$ cat src/rtl/score_tracker.sv
// -----------------------------------------------------------------------------
// score_tracker
//
// Game-score bookkeeping stage ahead of the 7-segment display driver. It
// synchronises the asynchronous game-event levels into the segclk domain,
// turns each rising edge into a single-cycle event, runs the
// IDLE / PLAY / OVER game-phase machine and keeps the session high score.
//
// Ports:
//   segclk      in   clock, shared with the display driver
//   clr         in   asynchronous active-high reset
//   pipe_passed in   async level, each rising edge = one pipe cleared
//   collision   in   async level, rising edge = bird hit something
//   start_btn   in   async raw push-button, active-high
//   score       out  [3:0] current score, saturates at SCORE_MAX
//   high_score  out  [3:0] best score since clr
//   game_active out  high while in PLAY
//   new_record  out  high while in OVER if the last game set a new best
//
// Build option:
//   DEBOUNCE_EN  when defined, the synchronised start_btn is debounced
//                (DEBOUNCE_CYCLES identical samples) before edge detection.
//
// Every output comes straight from a flop, so the display driver can sample
// score/high_score on any segclk cycle.
// -----------------------------------------------------------------------------
module score_tracker #(
    parameter int SYNC_STAGES     = 2,
    parameter int DEBOUNCE_CYCLES = 8,
    parameter int OVER_HOLD       = 16,
    parameter int SCORE_MAX       = 15
) (
    input  logic       segclk,
    input  logic       clr,
    input  logic       pipe_passed,
    input  logic       collision,
    input  logic       start_btn,
    output logic [3:0] score,
    output logic [3:0] high_score,
    output logic       game_active,
    output logic       new_record
);

    // Synchroniser depth never drops below two flops.
    localparam int SYNC_N = (SYNC_STAGES < 2) ? 2 : SYNC_STAGES;
    localparam int HOLD_W = (OVER_HOLD > 2) ? $clog2(OVER_HOLD) : 1;
    localparam logic [HOLD_W-1:0] HOLD_LAST = HOLD_W'(OVER_HOLD - 1);
    localparam logic [3:0]        SCORE_TOP = 4'(SCORE_MAX);

    typedef enum logic [1:0] {
        ST_IDLE = 2'd0,
        ST_PLAY = 2'd1,
        ST_OVER = 2'd2
    } state_t;

    // ------------------------------------------------------------------
    // Input conditioning
    // ------------------------------------------------------------------
    logic [SYNC_N-1:0] pass_sync_r;
    logic [SYNC_N-1:0] hit_sync_r;
    logic [SYNC_N-1:0] start_sync_r;
    logic              pass_prev_r;
    logic              hit_prev_r;
    logic              start_prev_r;
    logic              start_lvl_s;
    logic              pass_ev_s;
    logic              hit_ev_s;
    logic              start_ev_s;

    // Multi-flop synchronisers; bit 0 takes the raw level, MSB is the safe copy.
    always_ff @(posedge segclk or posedge clr) begin
        if (clr) begin
            pass_sync_r  <= {SYNC_N{1'b0}};
            hit_sync_r   <= {SYNC_N{1'b0}};
            start_sync_r <= {SYNC_N{1'b0}};
        end else begin
            pass_sync_r  <= {pass_sync_r[SYNC_N-2:0], pipe_passed};
            hit_sync_r   <= {hit_sync_r[SYNC_N-2:0], collision};
            start_sync_r <= {start_sync_r[SYNC_N-2:0], start_btn};
        end
    end

`ifdef DEBOUNCE_EN
    localparam int DB_CYC = (DEBOUNCE_CYCLES < 1) ? 1 : DEBOUNCE_CYCLES;
    localparam int DB_W   = (DB_CYC > 1) ? $clog2(DB_CYC) : 1;
    localparam logic [DB_W-1:0] DB_LAST = DB_W'(DB_CYC - 1);

    logic [DB_W-1:0] db_cnt_r;
    logic            db_level_r;

    // Debounce: the accepted level flips only after DB_CYC consecutive
    // samples that disagree with it; any agreeing sample restarts the count.
    always_ff @(posedge segclk or posedge clr) begin
        if (clr) begin
            db_cnt_r   <= {DB_W{1'b0}};
            db_level_r <= 1'b0;
        end else if (start_sync_r[SYNC_N-1] != db_level_r) begin
            if (db_cnt_r == DB_LAST) begin
                db_cnt_r   <= {DB_W{1'b0}};
                db_level_r <= start_sync_r[SYNC_N-1];
            end else begin
                db_cnt_r   <= db_cnt_r + {{(DB_W-1){1'b0}}, 1'b1};
                db_level_r <= db_level_r;
            end
        end else begin
            db_cnt_r   <= {DB_W{1'b0}};
            db_level_r <= db_level_r;
        end
    end

    assign start_lvl_s = db_level_r;
`else
    assign start_lvl_s = start_sync_r[SYNC_N-1];
`endif

    // Previous-cycle copies for rising-edge detection.
    always_ff @(posedge segclk or posedge clr) begin
        if (clr) begin
            pass_prev_r  <= 1'b0;
            hit_prev_r   <= 1'b0;
            start_prev_r <= 1'b0;
        end else begin
            pass_prev_r  <= pass_sync_r[SYNC_N-1];
            hit_prev_r   <= hit_sync_r[SYNC_N-1];
            start_prev_r <= start_lvl_s;
        end
    end

    assign pass_ev_s  = pass_sync_r[SYNC_N-1] & ~pass_prev_r;
    assign hit_ev_s   = hit_sync_r[SYNC_N-1] & ~hit_prev_r;
    assign start_ev_s = start_lvl_s & ~start_prev_r;

    // ------------------------------------------------------------------
    // Game-phase state machine
    // ------------------------------------------------------------------
    state_t            state_r;
    state_t            next_state_s;
    logic [HOLD_W-1:0] hold_r;
    logic [HOLD_W-1:0] hold_nx_s;
    logic [3:0]        score_r;
    logic [3:0]        score_nx_s;
    logic [3:0]        high_r;
    logic [3:0]        high_nx_s;
    logic              record_r;
    logic              record_nx_s;
    logic              active_r;
    logic              active_nx_s;

    // State register.
    always_ff @(posedge segclk or posedge clr) begin
        if (clr) begin
            state_r <= ST_IDLE;
        end else begin
            state_r <= next_state_s;
        end
    end

    // Next-state decode; a start in OVER only counts once the hold expired.
    always_comb begin
        next_state_s = state_r;
        case (state_r)
            ST_IDLE: begin
                if (start_ev_s) begin
                    next_state_s = ST_PLAY;
                end else begin
                    next_state_s = ST_IDLE;
                end
            end
            ST_PLAY: begin
                if (hit_ev_s) begin
                    next_state_s = ST_OVER;
                end else begin
                    next_state_s = ST_PLAY;
                end
            end
            ST_OVER: begin
                if (start_ev_s && (hold_r == HOLD_LAST)) begin
                    next_state_s = ST_PLAY;
                end else begin
                    next_state_s = ST_OVER;
                end
            end
            default: begin
                next_state_s = ST_IDLE;
            end
        endcase
    end

    // Output/datapath decode. Collision beats a same-cycle pass, so the
    // record comparison always sees the pre-increment score.
    always_comb begin
        score_nx_s  = score_r;
        high_nx_s   = high_r;
        record_nx_s = record_r;
        hold_nx_s   = hold_r;
        active_nx_s = (next_state_s == ST_PLAY);
        case (state_r)
            ST_IDLE: begin
                score_nx_s = 4'd0;
                hold_nx_s  = {HOLD_W{1'b0}};
                if (next_state_s == ST_PLAY) begin
                    record_nx_s = 1'b0;
                end else begin
                    record_nx_s = record_r;
                end
            end
            ST_PLAY: begin
                hold_nx_s = {HOLD_W{1'b0}};
                if (next_state_s == ST_OVER) begin
                    if (score_r > high_r) begin
                        high_nx_s   = score_r;
                        record_nx_s = 1'b1;
                    end else begin
                        high_nx_s   = high_r;
                        record_nx_s = 1'b0;
                    end
                end else if (pass_ev_s && (score_r < SCORE_TOP)) begin
                    score_nx_s = score_r + 4'd1;
                end else begin
                    score_nx_s = score_r;
                end
            end
            ST_OVER: begin
                if (next_state_s == ST_PLAY) begin
                    score_nx_s  = 4'd0;
                    record_nx_s = 1'b0;
                    hold_nx_s   = {HOLD_W{1'b0}};
                end else if (hold_r != HOLD_LAST) begin
                    hold_nx_s = hold_r + {{(HOLD_W-1){1'b0}}, 1'b1};
                end else begin
                    hold_nx_s = hold_r;
                end
            end
            default: begin
                score_nx_s  = 4'd0;
                high_nx_s   = 4'd0;
                record_nx_s = 1'b0;
                hold_nx_s   = {HOLD_W{1'b0}};
                active_nx_s = 1'b0;
            end
        endcase
    end

    // Registered datapath and outputs.
    always_ff @(posedge segclk or posedge clr) begin
        if (clr) begin
            score_r  <= 4'd0;
            high_r   <= 4'd0;
            record_r <= 1'b0;
            active_r <= 1'b0;
            hold_r   <= {HOLD_W{1'b0}};
        end else begin
            score_r  <= score_nx_s;
            high_r   <= high_nx_s;
            record_r <= record_nx_s;
            active_r <= active_nx_s;
            hold_r   <= hold_nx_s;
        end
    end

    assign score       = score_r;
    assign high_score  = high_r;
    assign game_active = active_r;
    assign new_record  = record_r;

endmodule
$ cat config.mk
export PLATFORM = sky130hd
export DESIGN_NAME = score_tracker
export DESIGN_NICKNAME = d
export VERILOG_FILES = /design/src/rtl/score_tracker.sv
export SDC_FILE = /design/constraint.sdc
export NUM_CORES = 1
export LEC_CHECK = 0
export ABC_AREA = 0
export BUFFER_PORTS_ARGS = -buffer_cell sky130_fd_sc_hd__buf_4
export CAP_MARGIN = 10
export CORE_MARGIN = 4
export CORE_UTILIZATION = 50
export CTS_CLUSTER_DIAMETER = 30
export DETAILED_ROUTE_END_ITERATION = 16
export PLACE_DENSITY = 0.73
export SLEW_MARGIN = 15
export SYNTH_ARGS = -nofsm -noshare
export SYNTH_HDL_FRONTEND = slang
export SYNTH_SLANG_ARGS = --single-unit
export TNS_END_PERCENT = 30
$ cat constraint.sdc
create_clock -name segclk -period 1.51 [get_ports segclk]
set_input_delay 0 -clock segclk [delete_from_list [all_inputs] [get_ports segclk]]
set_output_delay 0 -clock segclk [all_outputs]
set_load 0.02 [all_outputs]
==> impl_metrics.py, run 1 <==
metrics = {
    "outcome": {
        "status": "finished with violations",
        "violations": "negative setup slack",
    },
    "floorplan": {
        "die_y_um": 57.78,
        "core.rowCount": 17,
        "die_area_um2": 3338,
        "core_region_area_um2": 2276,
        "initial_core_util": 0.5443,
        "io_pins": 15,
        "die_x_um": 57.78,
    },
    "logic_synthesis": {
        "synth_seq_cells": 25,
        "synthTopCellsByCount": "dfrtp_1 (25), nor2_1 (8), inv_1 (7)",
        "yosys.area_share.simple": 0.1939,
        "yosysMostFrequentCell": "dfrtp_1",
        "async_flop_share": 1.000,
        "synth_fa_ha_area_frac": 0.06061,
        "seq_area_frac_synth": 0.5051,
        "yosys_warnings": 0,
        "yosys.area_share.xor_xnor": 0.007071,
        "synthMuxAreaShare": 0.03737,
        "synth_area_leaders": "dfrtp_1 (51%), ha_1 (6.1%), a221o_1 (3.2%)",
        "synth.largest_area_cell": "dfrtp_1",
        "synth_cell_types": 39,
        "syn-num-nets": 119,
        "synth_cells": 108,
        "synth_area_per_cell_um2": 11.47,
        "yosysTopAreaCellShare": 0.5051,
        "synth-main-ff-cell": "dfrtp_1",
        "synth_top_family_by_area": "simple AND/OR/NAND/NOR gates",
        "synth_compound_area_frac": 0.1636,
        "syn-cell-area_um2": 1239,
        "synth-edff-count": 0,
    },
    "critical_path": {
        "cp_data_arrival_time_ns": 1.91,
        "rr_worst_depth": 5,
        "worst_ep_required_time_ns": 1.71,
        "worstSetupEndpointType": "register",
        "ff2ff_setup_slack_ns": -0.20,
        "r2r-end": "high_score[0]",
        "rr_startpoint": "score[1]",
        "start_kind": "register",
        "setup.worst_path.class": "register to register",
        "worstPathMaxFanout": 5,
    },
    "power_and_ir_drop": {
        "ir_worst_vdd_mv": 0.8851,
        "p_sw_frac": 0.3468,
        "pwr_density_cell_nw_per_um2": 1287,
        "power_frac_seq": 0.422,
        "internal-power_mw": 1.378,
        "switchingPower_mw": 0.7319,
        "p_comb_frac": 0.440,
        "p_clk_frac": 0.138,
        "p_leak_nw": 0.6993,
    },
    "global_routing": {
        "grt_remaining_overflow": 0,
        "antenna_found_initial": 0,
        "grt_pass1_vias": 956,
        "grt_max_degree": 26,
        "grt_pass1_wl_mm": 4.284,
        "grtUsageTotal": 0.1631,
    },
    "placed_design": {
        "dp_hpwl_mm": 1.845,
        "portBuffers": 14,
        "gp_congestion": 0.7428,
        "placed_area_um2": 1563,
        "dp.cells": 167,
    },
    "route": {
        "top_layer_used": "met4",
        "drc": 0,
        "via_count": 957,
        "wl_met2_mm": 1.289,
        "drtAntennaViolNets": 0,
        "first_pass_iters": 4,
        "drt_iter0_drc": 12,
        "wire_per_inst_um": 13.57,
        "wl_mm": 2.375,
        "wl_met3_um": 69,
        "wl_met1_um": 999,
        "routed_via_density": 5.469,
    },
    "timing": {
        "layout_setup_ws_ns": -0.2011,
        "finalSetupViolations": 5,
        "timing.fmax_mhz": 584.4,
        "tightest_slew_ns": 0.3617,
        "relSlewSlack": 0.7580,
        "period_minus_slack_ns": 1.711,
        "rsz0062_at_grt": "true",
        "post-route-period-util": 1.133,
        "timing.hold.ws_ns": 0.2717,
        "finalMaxSlewViolations": 0,
        "fin_skew_ns": 0.01256,
        "timing.final.hold_violations": 0,
    },
    "layout": {
        "area_growth_pct": 32.42,
        "multi_input_area_um2": 621.8,
        "drive_gt1_frac": 0.4626,
        "num_antenna_cells": 0,
        "final_util": 0.7207,
        "num-fill-cells": 154,
        "design_area_um2": 1640,
        "regArea_um2": 635.6,
        "nets": 159,
        "fin_cells": 175,
    },
    "clocking": {
        "tritoncts": "yes",
        "cts_sinks": 25,
        "clockRootBuffer": "clkbuf_4",
        "clk_pin_slew_ns": 0.14,
        "clockBufferDepth": 2,
        "postCtsSetupBuffers": 0,
        "cts_htree_levels": 1,
        "numCtsBuffers": 3,
        "clkLatencyLatePin_ns": 0.31,
    },
    "worst_hold_path": {
        "worst_hold_path_type": "input port to asynchronous set/reset pin",
    },
    "run": {
        "maxCapViolations": 0,
    },
}
## layout make-up
cell class              count  share of cell area
repair buffers             38              0.1800
inverters                   7             0.01602
well taps                  28             0.02136
multi-input cells          73              0.3791
clock buffers               4             0.01602
flip-flops and latches     25              0.3875
## cells by family (layout without fill, tap and decap cells)
kind of cell               count (synthesis)  in the layout
buffers and inverters                     10             49
adders and majority gates                  6              6
AOI/OAI and AO/OA                         21             21
muxes                                      4              4
DFF                                       25             25
xor gates and xnor gates                   1              1
and+or+nand+nor                           41             41
## worst max-delay path by stage
stage | start | endpoint | slack (ns) | depth (start not counted)
finish | score[1] | high_score[0] | -0.20 | 5
global route | score[1] | high_score[0] | -0.28 | 5
CTS | score[1] | high_score[0] | -0.20 | 5
detailed placement | high_score[1] | high_score[0] | -0.20 | 6
global placement | high_score[1] | high_score[3] | -0.16 | 6
floorplan | high_score[1] | high_score[3] | -0.16 | 6
## power groups by stage
stage / clock, mW / sequential, mW / combinational [mW]
after floorplan: 0 / 0.941 / 0.514
after global placement: 0 / 0.892 / 0.909
after detailed placement: 0 / 0.903 / 0.923
after CTS: 0.304 / 0.892 / 0.930
after global routing: 0.330 / 0.909 / 1.03
final: 0.292 / 0.890 / 0.929
## state kept, by name, indices dropped and copies added, names as in the netlist, 2 cells and up
name,flops
high_score,4
pass_sync_r,2
hold_r,4
state_r,2
start_sync_r,2
score,4
hit_sync_r,2
## placed cells by master (no fill, tap or decap), types with 2 or more instances in the layout
cell type and count:
clkbuf_4 3, a221o_1 4, nand2b_1 6, nor2b_1 3, inv_2 4, ha_4 3
dfrtp_1 17, nand2_1 5, inv_1 3, nor4_1 4, ha_2 2, nor3_1 4
mux2i_1 2, buf_4 34, dfrtp_2 8, a21oi_1 4, o32ai_1 2, dlygate4sd3_1 4
nor2_1 8, nand3_1 2
## timing repair
action	in CTS	in global routing
hold buffers	4	0
resized for setup	3	3
pin swaps	2	2
setup endpoints to repair	6	6
endpoints found under the hold margin	28	0
## worst max-delay path, stage by stage, from the launching register on
cell and delay, ns:
dfrtp_2 0.47, ha_4 0.24, and2b_1 0.18, o41ai_4 0.31, nor4_1 0.12, a221o_1 0.27
## routing by layer
layer  GRT usage  vias up
met3     0.02895        2
met4     0.04967        0
li1            -      471
met5           0        -
met1      0.2096      473
met2      0.2790       11
## stage by stage
step                worst slack, ns  total power [mW]  setup TNS (ns)
global route                -0.2838             2.269          -1.256
floorplan                   -0.1623             1.455         -0.7804
finish                      -0.2011             2.110         -0.8283
detailed placement          -0.1986             1.826         -0.8244
CTS                         -0.1981             2.125         -0.8287
global placement            -0.1638             1.801         -0.6833
(Power assumes the default switching activity.)
==> run 2: changes to the inputs <==
--- a/config.mk
+++ b/config.mk
@@ -10,8 +10,10 @@
 export CAP_MARGIN = 10
 export CORE_MARGIN = 4
 export CORE_UTILIZATION = 50
+export CTS_BUF_LIST = sky130_fd_sc_hd__clkbuf_16
 export CTS_CLUSTER_DIAMETER = 30
 export DETAILED_ROUTE_END_ITERATION = 16
+export GPL_TIMING_DRIVEN = 0
 export PLACE_DENSITY = 0.73
 export SLEW_MARGIN = 15
 export SYNTH_ARGS = -nofsm -noshare
==> impl_metrics.py, run 2 (synthesized netlist as in run 1, its figures left out) <==
metrics = {
    "outcome": {
        "status": "finished with violations",
        "violations": "negative setup slack",
    },
    "layout": {
        "final_cell_mix": "buf_4 (19), dfrtp_1 (16), dfrtp_2 (9)",
        "final_common_cell": "buf_4",
        "num-fill-cells": 167,
        "design_area_um2": 1607,
        "multi_input_area_um2": 629.4,
        "area_growth_pct": 29.70,
        "drive_gt1_frac": 0.4074,
        "num_antenna_cells": 0,
        "nets": 147,
        "regArea_um2": 636.9,
    },
    "global_routing": {
        "grt_pass1_vias": 921,
        "grt_pass1_wl_mm": 4.084,
        "antenna_found_initial": 0,
        "grt_max_degree": 26,
        "grtUsageTotal": 0.1580,
        "grt_remaining_overflow": 0,
    },
    "worst_hold_path": {
        "worst_hold_path_type": "register to register",
    },
    "timing": {
        "finalMaxSlewViolations": 0,
        "fin_skew_ns": 0.003957,
        "layout_setup_ws_ns": -0.1737,
        "period_minus_slack_ns": 1.684,
        "timing.hold.ws_ns": 0.3556,
        "finalSetupViolations": 7,
        "tightest_slew_ns": 0.9445,
        "timing.final.hold_violations": 0,
        "timing.fmax_mhz": 593.9,
        "finalSetupTns_ns": -0.8593,
        "rsz0062_at_grt": "true",
        "relSlewSlack": 0.3696,
        "post-route-period-util": 1.115,
    },
    "floorplan": {
        "die_x_um": 57.78,
        "die_y_um": 57.78,
        "core_region_area_um2": 2276,
        "die_area_um2": 3338,
        "core.rowCount": 17,
        "initial_core_util": 0.5443,
        "io_pins": 15,
    },
    "power_and_ir_drop": {
        "ir_worst_vdd_mv": 1.292,
        "pwr_density_cell_nw_per_um2": 1445,
        "p_leak_nw": 0.6637,
    },
    "route": {
        "drc": 0,
        "wire_per_inst_um": 13.85,
        "drtAntennaViolNets": 0,
        "drt_iter0_drc": 9,
        "wl_mm": 2.258,
        "via_count": 903,
        "routed_via_density": 5.540,
        "first_pass_iters": 4,
    },
    "clocking": {
        "numCtsBuffers": 3,
        "cts_htree_levels": 1,
        "cts_sinks": 25,
        "clkLatencyLatePin_ns": 0.26,
        "clockBufferDepth": 2,
        "clk_pin_slew_ns": 0.06,
        "tritoncts": "yes",
        "clockRootBuffer": "clkbuf_16",
    },
    "critical_path": {
        "cp_slowest_cell": "dfrtp_2",
        "worstSetupEndpointType": "register",
        "cp_data_arrival_time_ns": 1.82,
        "crit_family": "flip-flops",
        "setup.worst_path.class": "register to register",
        "worstPathMaxFanout": 7,
        "crit_path_max_incr_delay_ns": 0.48,
        "worstPathCellList": "ha_4 > nand4_1 > o41ai_4 > or2_4 > a221o_1",
        "worst_ep_required_time_ns": 1.64,
        "start_kind": "register",
        "path_buf_inv": 0,
    },
    "placed_design": {
        "portBuffers": 14,
        "gp_congestion": 0.7458,
        "dp_hpwl_mm": 1.646,
        "placed_area_um2": 1426,
    },
    "run": {
        "maxCapViolations": 0,
    },
}
==> run 2: cell types whose count changed in the layout (fill, tap and decap cells not counted), sizes merged <==
cell | before | now
clkinvlp | 0 | 1
buf | 34 | 21
==> run 2: timing repair <==
action	in CTS	in global routing
hold buffers	4	0
pin swaps	7	1
setup endpoints to repair	8	8
buffers inserted	3	2
gates resized for setup	4	2
gates cloned	0	0
endpoints found under the hold margin	28	0
==> run 2: power by group <==
group | switching, mW | internal, mW | total (mW)
Sequential | 0.0990 | 0.779 | 0.878
Clock | 0.227 | 0.359 | 0.586
Combinational | 0.439 | 0.418 | 0.857
Total | 0.764 | 1.56 | 2.32
==> run 2: worst paths after layout <==
| check | from | endpoint | slack [ns] | cells after the start |
|---|---|---|---|---|
| worst min register to register | pass_sync_r[0] | pass_sync_r[1] | 0.36 | 0 |
| worst min-delay path | pass_sync_r[0] | pass_sync_r[1] | 0.36 | 0 |
| min in group asynchronous | clr | hit_sync_r[0] | 0.52 | 3 |
| worst max register to register | score[2] | high_score[0] | -0.17 | 5 |
| max in group asynchronous | clr | high_score[3] | 0.34 | 3 |
| worst max-delay path | score[2] | high_score[0] | -0.17 | 5 |
==> run 2: metrics by stage <==
| step | power [mW] | worst slack, ns | std cells | util |
|---|---|---|---|---|
| global route | 2.484 | -0.2417 | 163 | 0.7059 |
| finish | 2.321 | -0.1737 | 163 | 0.7059 |
| detailed placement | 1.668 | -0.2204 | 150 | 0.6267 |
| floorplan | 1.455 | -0.1623 | 108 | - |
| global placement | 1.639 | -0.2118 | 150 | 0.6267 |
| CTS | 2.313 | -0.2293 | 161 | 0.6987 |
==> run 2: worst reg2reg max path, stage by stage (launching register included) <==
cell,delay (ns)
dfrtp_2,0.48
ha_4,0.27
nand4_1,0.12
o41ai_4,0.12
or2_4,0.27
a221o_1,0.30
==> run 2: layout make-up <==
class                      instances  share of cell area
multi-input combinational         73              0.3917
tap                               28             0.02181
clock buffer                       3             0.04673
sequential                        25              0.3964
buffer                             3            0.008567
inverter                           7             0.01636
clock inverter                     1            0.004673
timing repair buffer              23              0.1137
==> run 2: per-layer routing <==
metal | wire length (um) | vias to the layer above | global-route usage
met5 | 0 | - | 0
met4 | 19 | 0 | 0.03974
met3 | 63 | 2 | 0.03341
met2 | 1178 | 15 | 0.2871
met1 | 996 | 438 | 0.1887
li1 | - | 448 | -
==> run 3: changes to the inputs <==
--- a/config.mk
+++ b/config.mk
@@ -14,7 +14,7 @@
 export CTS_CLUSTER_DIAMETER = 30
 export DETAILED_ROUTE_END_ITERATION = 16
 export GPL_TIMING_DRIVEN = 0
-export PLACE_DENSITY = 0.73
+export PLACE_DENSITY_LB_ADDON = 0.08
 export SLEW_MARGIN = 15
 export SYNTH_ARGS = -nofsm -noshare
 export SYNTH_HDL_FRONTEND = slang
==> impl_metrics.py, run 3 (synthesized netlist as in run 1, its figures left out) <==
metrics = {
    "clocking": {
        "clockRootBuffer": "clkbuf_16",
        "clkLatencyLatePin_ns": 0.26,
        "cts_htree_levels": 1,
        "numCtsBuffers": 3,
        "clockBufferDepth": 2,
        "tritoncts": "yes",
        "clk_pin_slew_ns": 0.06,
        "cts_sinks": 25,
    },
    "global_routing": {
        "grt_use_met1": 0.1901,
        "use_met2": 0.2710,
        "grt.busiest_layer": "met2",
        "met3_usage": 0.03341,
        "grt_pass1_wl_mm": 4.015,
        "grt_pass1_vias": 898,
        "grt_remaining_overflow": 0,
        "antenna_found_initial": 0,
        "grtUsageTotal": 0.1567,
        "grt_max_degree": 26,
    },
    "layout": {
        "final_common_cell": "buf_4",
        "final_cell_mix": "buf_4 (18), dfrtp_1 (17), nor2_1 (8), dfrtp_2 (8), nand2b_1 (6)",
        "final_util": 0.7075,
        "nets": 146,
        "design_area_um2": 1610,
        "num-fill-cells": 165,
        "area_growth_pct": 30.00,
        "num_antenna_cells": 0,
        "drive_gt1_frac": 0.4179,
    },
    "timing": {
        "finalMaxSlewViolations": 0,
        "relSlewSlack": 0.3906,
        "timing.fmax_mhz": 589.6,
        "fin_skew_ns": 0.003145,
        "layout_setup_ws_ns": -0.1862,
        "rsz0062_at_grt": "true",
        "timing.final.hold_violations": 0,
        "period_minus_slack_ns": 1.696,
        "finalSetupViolations": 6,
        "tightest_slew_ns": 0.9132,
        "post-route-period-util": 1.123,
    },
    "placed_design": {
        "placed_area_um2": 1426,
        "dp_hpwl_mm": 1.620,
        "gp_congestion": 0.7384,
        "portBuffers": 14,
        "dp_worst_setup_slack_ns": -0.2418,
    },
    "floorplan": {
        "die_x_um": 57.78,
        "io_pins": 15,
        "core_region_area_um2": 2276,
        "initial_core_util": 0.5443,
        "core.rowCount": 17,
        "die_y_um": 57.78,
        "die_area_um2": 3338,
    },
    "power_and_ir_drop": {
        "p_comb_frac": 0.370,
        "pwr_density_cell_nw_per_um2": 1441,
        "switchingPower_mw": 0.7752,
        "internal-power_mw": 1.545,
        "p_leak_nw": 0.6613,
        "ir_worst_vdd_mv": 0.9858,
        "power_mw": 2.320,
        "power_frac_seq": 0.375,
        "p_sw_frac": 0.3342,
        "p_clk_frac": 0.255,
    },
    "route": {
        "drt_iter0_drc": 4,
        "wl_mm": 2.369,
        "wire_per_inst_um": 14.62,
        "first_pass_iters": 4,
        "drc": 0,
        "drtAntennaViolNets": 0,
        "routed_via_density": 5.543,
        "via_count": 898,
    },
    "critical_path": {
        "setup.worst_path.class": "register to register",
        "ff2ff_setup_slack_ns": -0.19,
        "worstSetupEndpointType": "register",
        "start_kind": "register",
        "cp_data_arrival_time_ns": 1.84,
        "worstPathMaxFanout": 5,
        "worst_ep_required_time_ns": 1.65,
    },
    "outcome": {
        "status": "finished with violations",
        "violations": "negative setup slack",
    },
    "run": {
        "maxCapViolations": 0,
    },
    "worst_hold_path": {
        "worst_hold_path_type": "register to register",
    },
}
run 3: changes by cell type in the layout (fill, tap and decap cells not counted):
| cell | before | now |
|---|---|---|
| nor4_2 | 0 | 2 |
| ha_1 | 2 | 1 |
| nor4_1 | 4 | 2 |
| dfrtp_2 | 9 | 8 |
| clkinv_2 | 0 | 1 |
| dfrtp_1 | 16 | 17 |
| ha_2 | 0 | 1 |
| clkinvlp_4 | 1 | 0 |
| buf_4 | 19 | 18 |
run 3: layout make-up:
cell class	instances	area (um^2)	area share
Clock buffer	3	75.07	0.04662
Tap cell	28	35.03	0.02176
Timing Repair Buffer	22	175.2	0.1088
Clock inverter	1	5.005	0.003108
Multi-Input combinational cell	73	644.4	0.4002
Sequential cell	25	635.6	0.3947
Buffer	3	13.76	0.008547
Inverter	7	26.28	0.01632
run 3: worst max-delay path, cell delays in order (launching register included):
cell	delay, ns
dfrtp_2	0.41
inv_2	0.08
ha_4	0.19
and2b_1	0.18
o41ai_4	0.35
nor4_1	0.10
a221o_1	0.27
run 3: worst paths after layout:
check / start / cells past startpoint / endpoint
worst max register to register: high_score[1] / 6 / high_score[1]
worst max-delay path: high_score[1] / 6 / high_score[1]
worst min-delay path: start_sync_r[0] / 0 / start_sync_r[1]
max in group asynchronous: clr / 3 / score[0]
min in group asynchronous: clr / 3 / hit_prev_r
worst min register to register: start_sync_r[0] / 0 / start_sync_r[1]
run 3: routing by layer:
metal,vias to the layer above,part of all wire
met5,-,0
met4,0,0.016
met3,5,0.034
met2,17,0.49
met1,435,0.46
li1,441,-
run 3: power by group through the flow:
stage / logic, mW / registers, mW / clock network (mW)
6_report: 0.859 / 0.871 / 0.590
4_1_cts: 0.839 / 0.874 / 0.588
2_1_floorplan: 0.514 / 0.941 / 0
3_3_place_gp: 0.752 / 0.893 / 0
5_1_grt: 0.947 / 0.882 / 0.629
3_5_place_dp: 0.766 / 0.897 / 0
run 3: timing repair:
action	4_1_cts	5_1_grt
setup endpoints to repair	7	8
setup buffers	3	1
hold endpoints to repair	28	0
hold buffers	4	0
pin swaps	7	1
resized for setup	4	4
run 3: per-stage QoR:
step | std cells | hold slack [ns] | TNS (ns)
floorplan | 108 | 0.02676 | -0.7804
finish | 162 | 0.3566 | -0.9037
global route | 162 | 0.3678 | -1.360
detailed placement | 150 | 0.1117 | -1.201
global placement | 150 | 0.1099 | -1.035
CTS | 161 | 0.3585 | -1.263
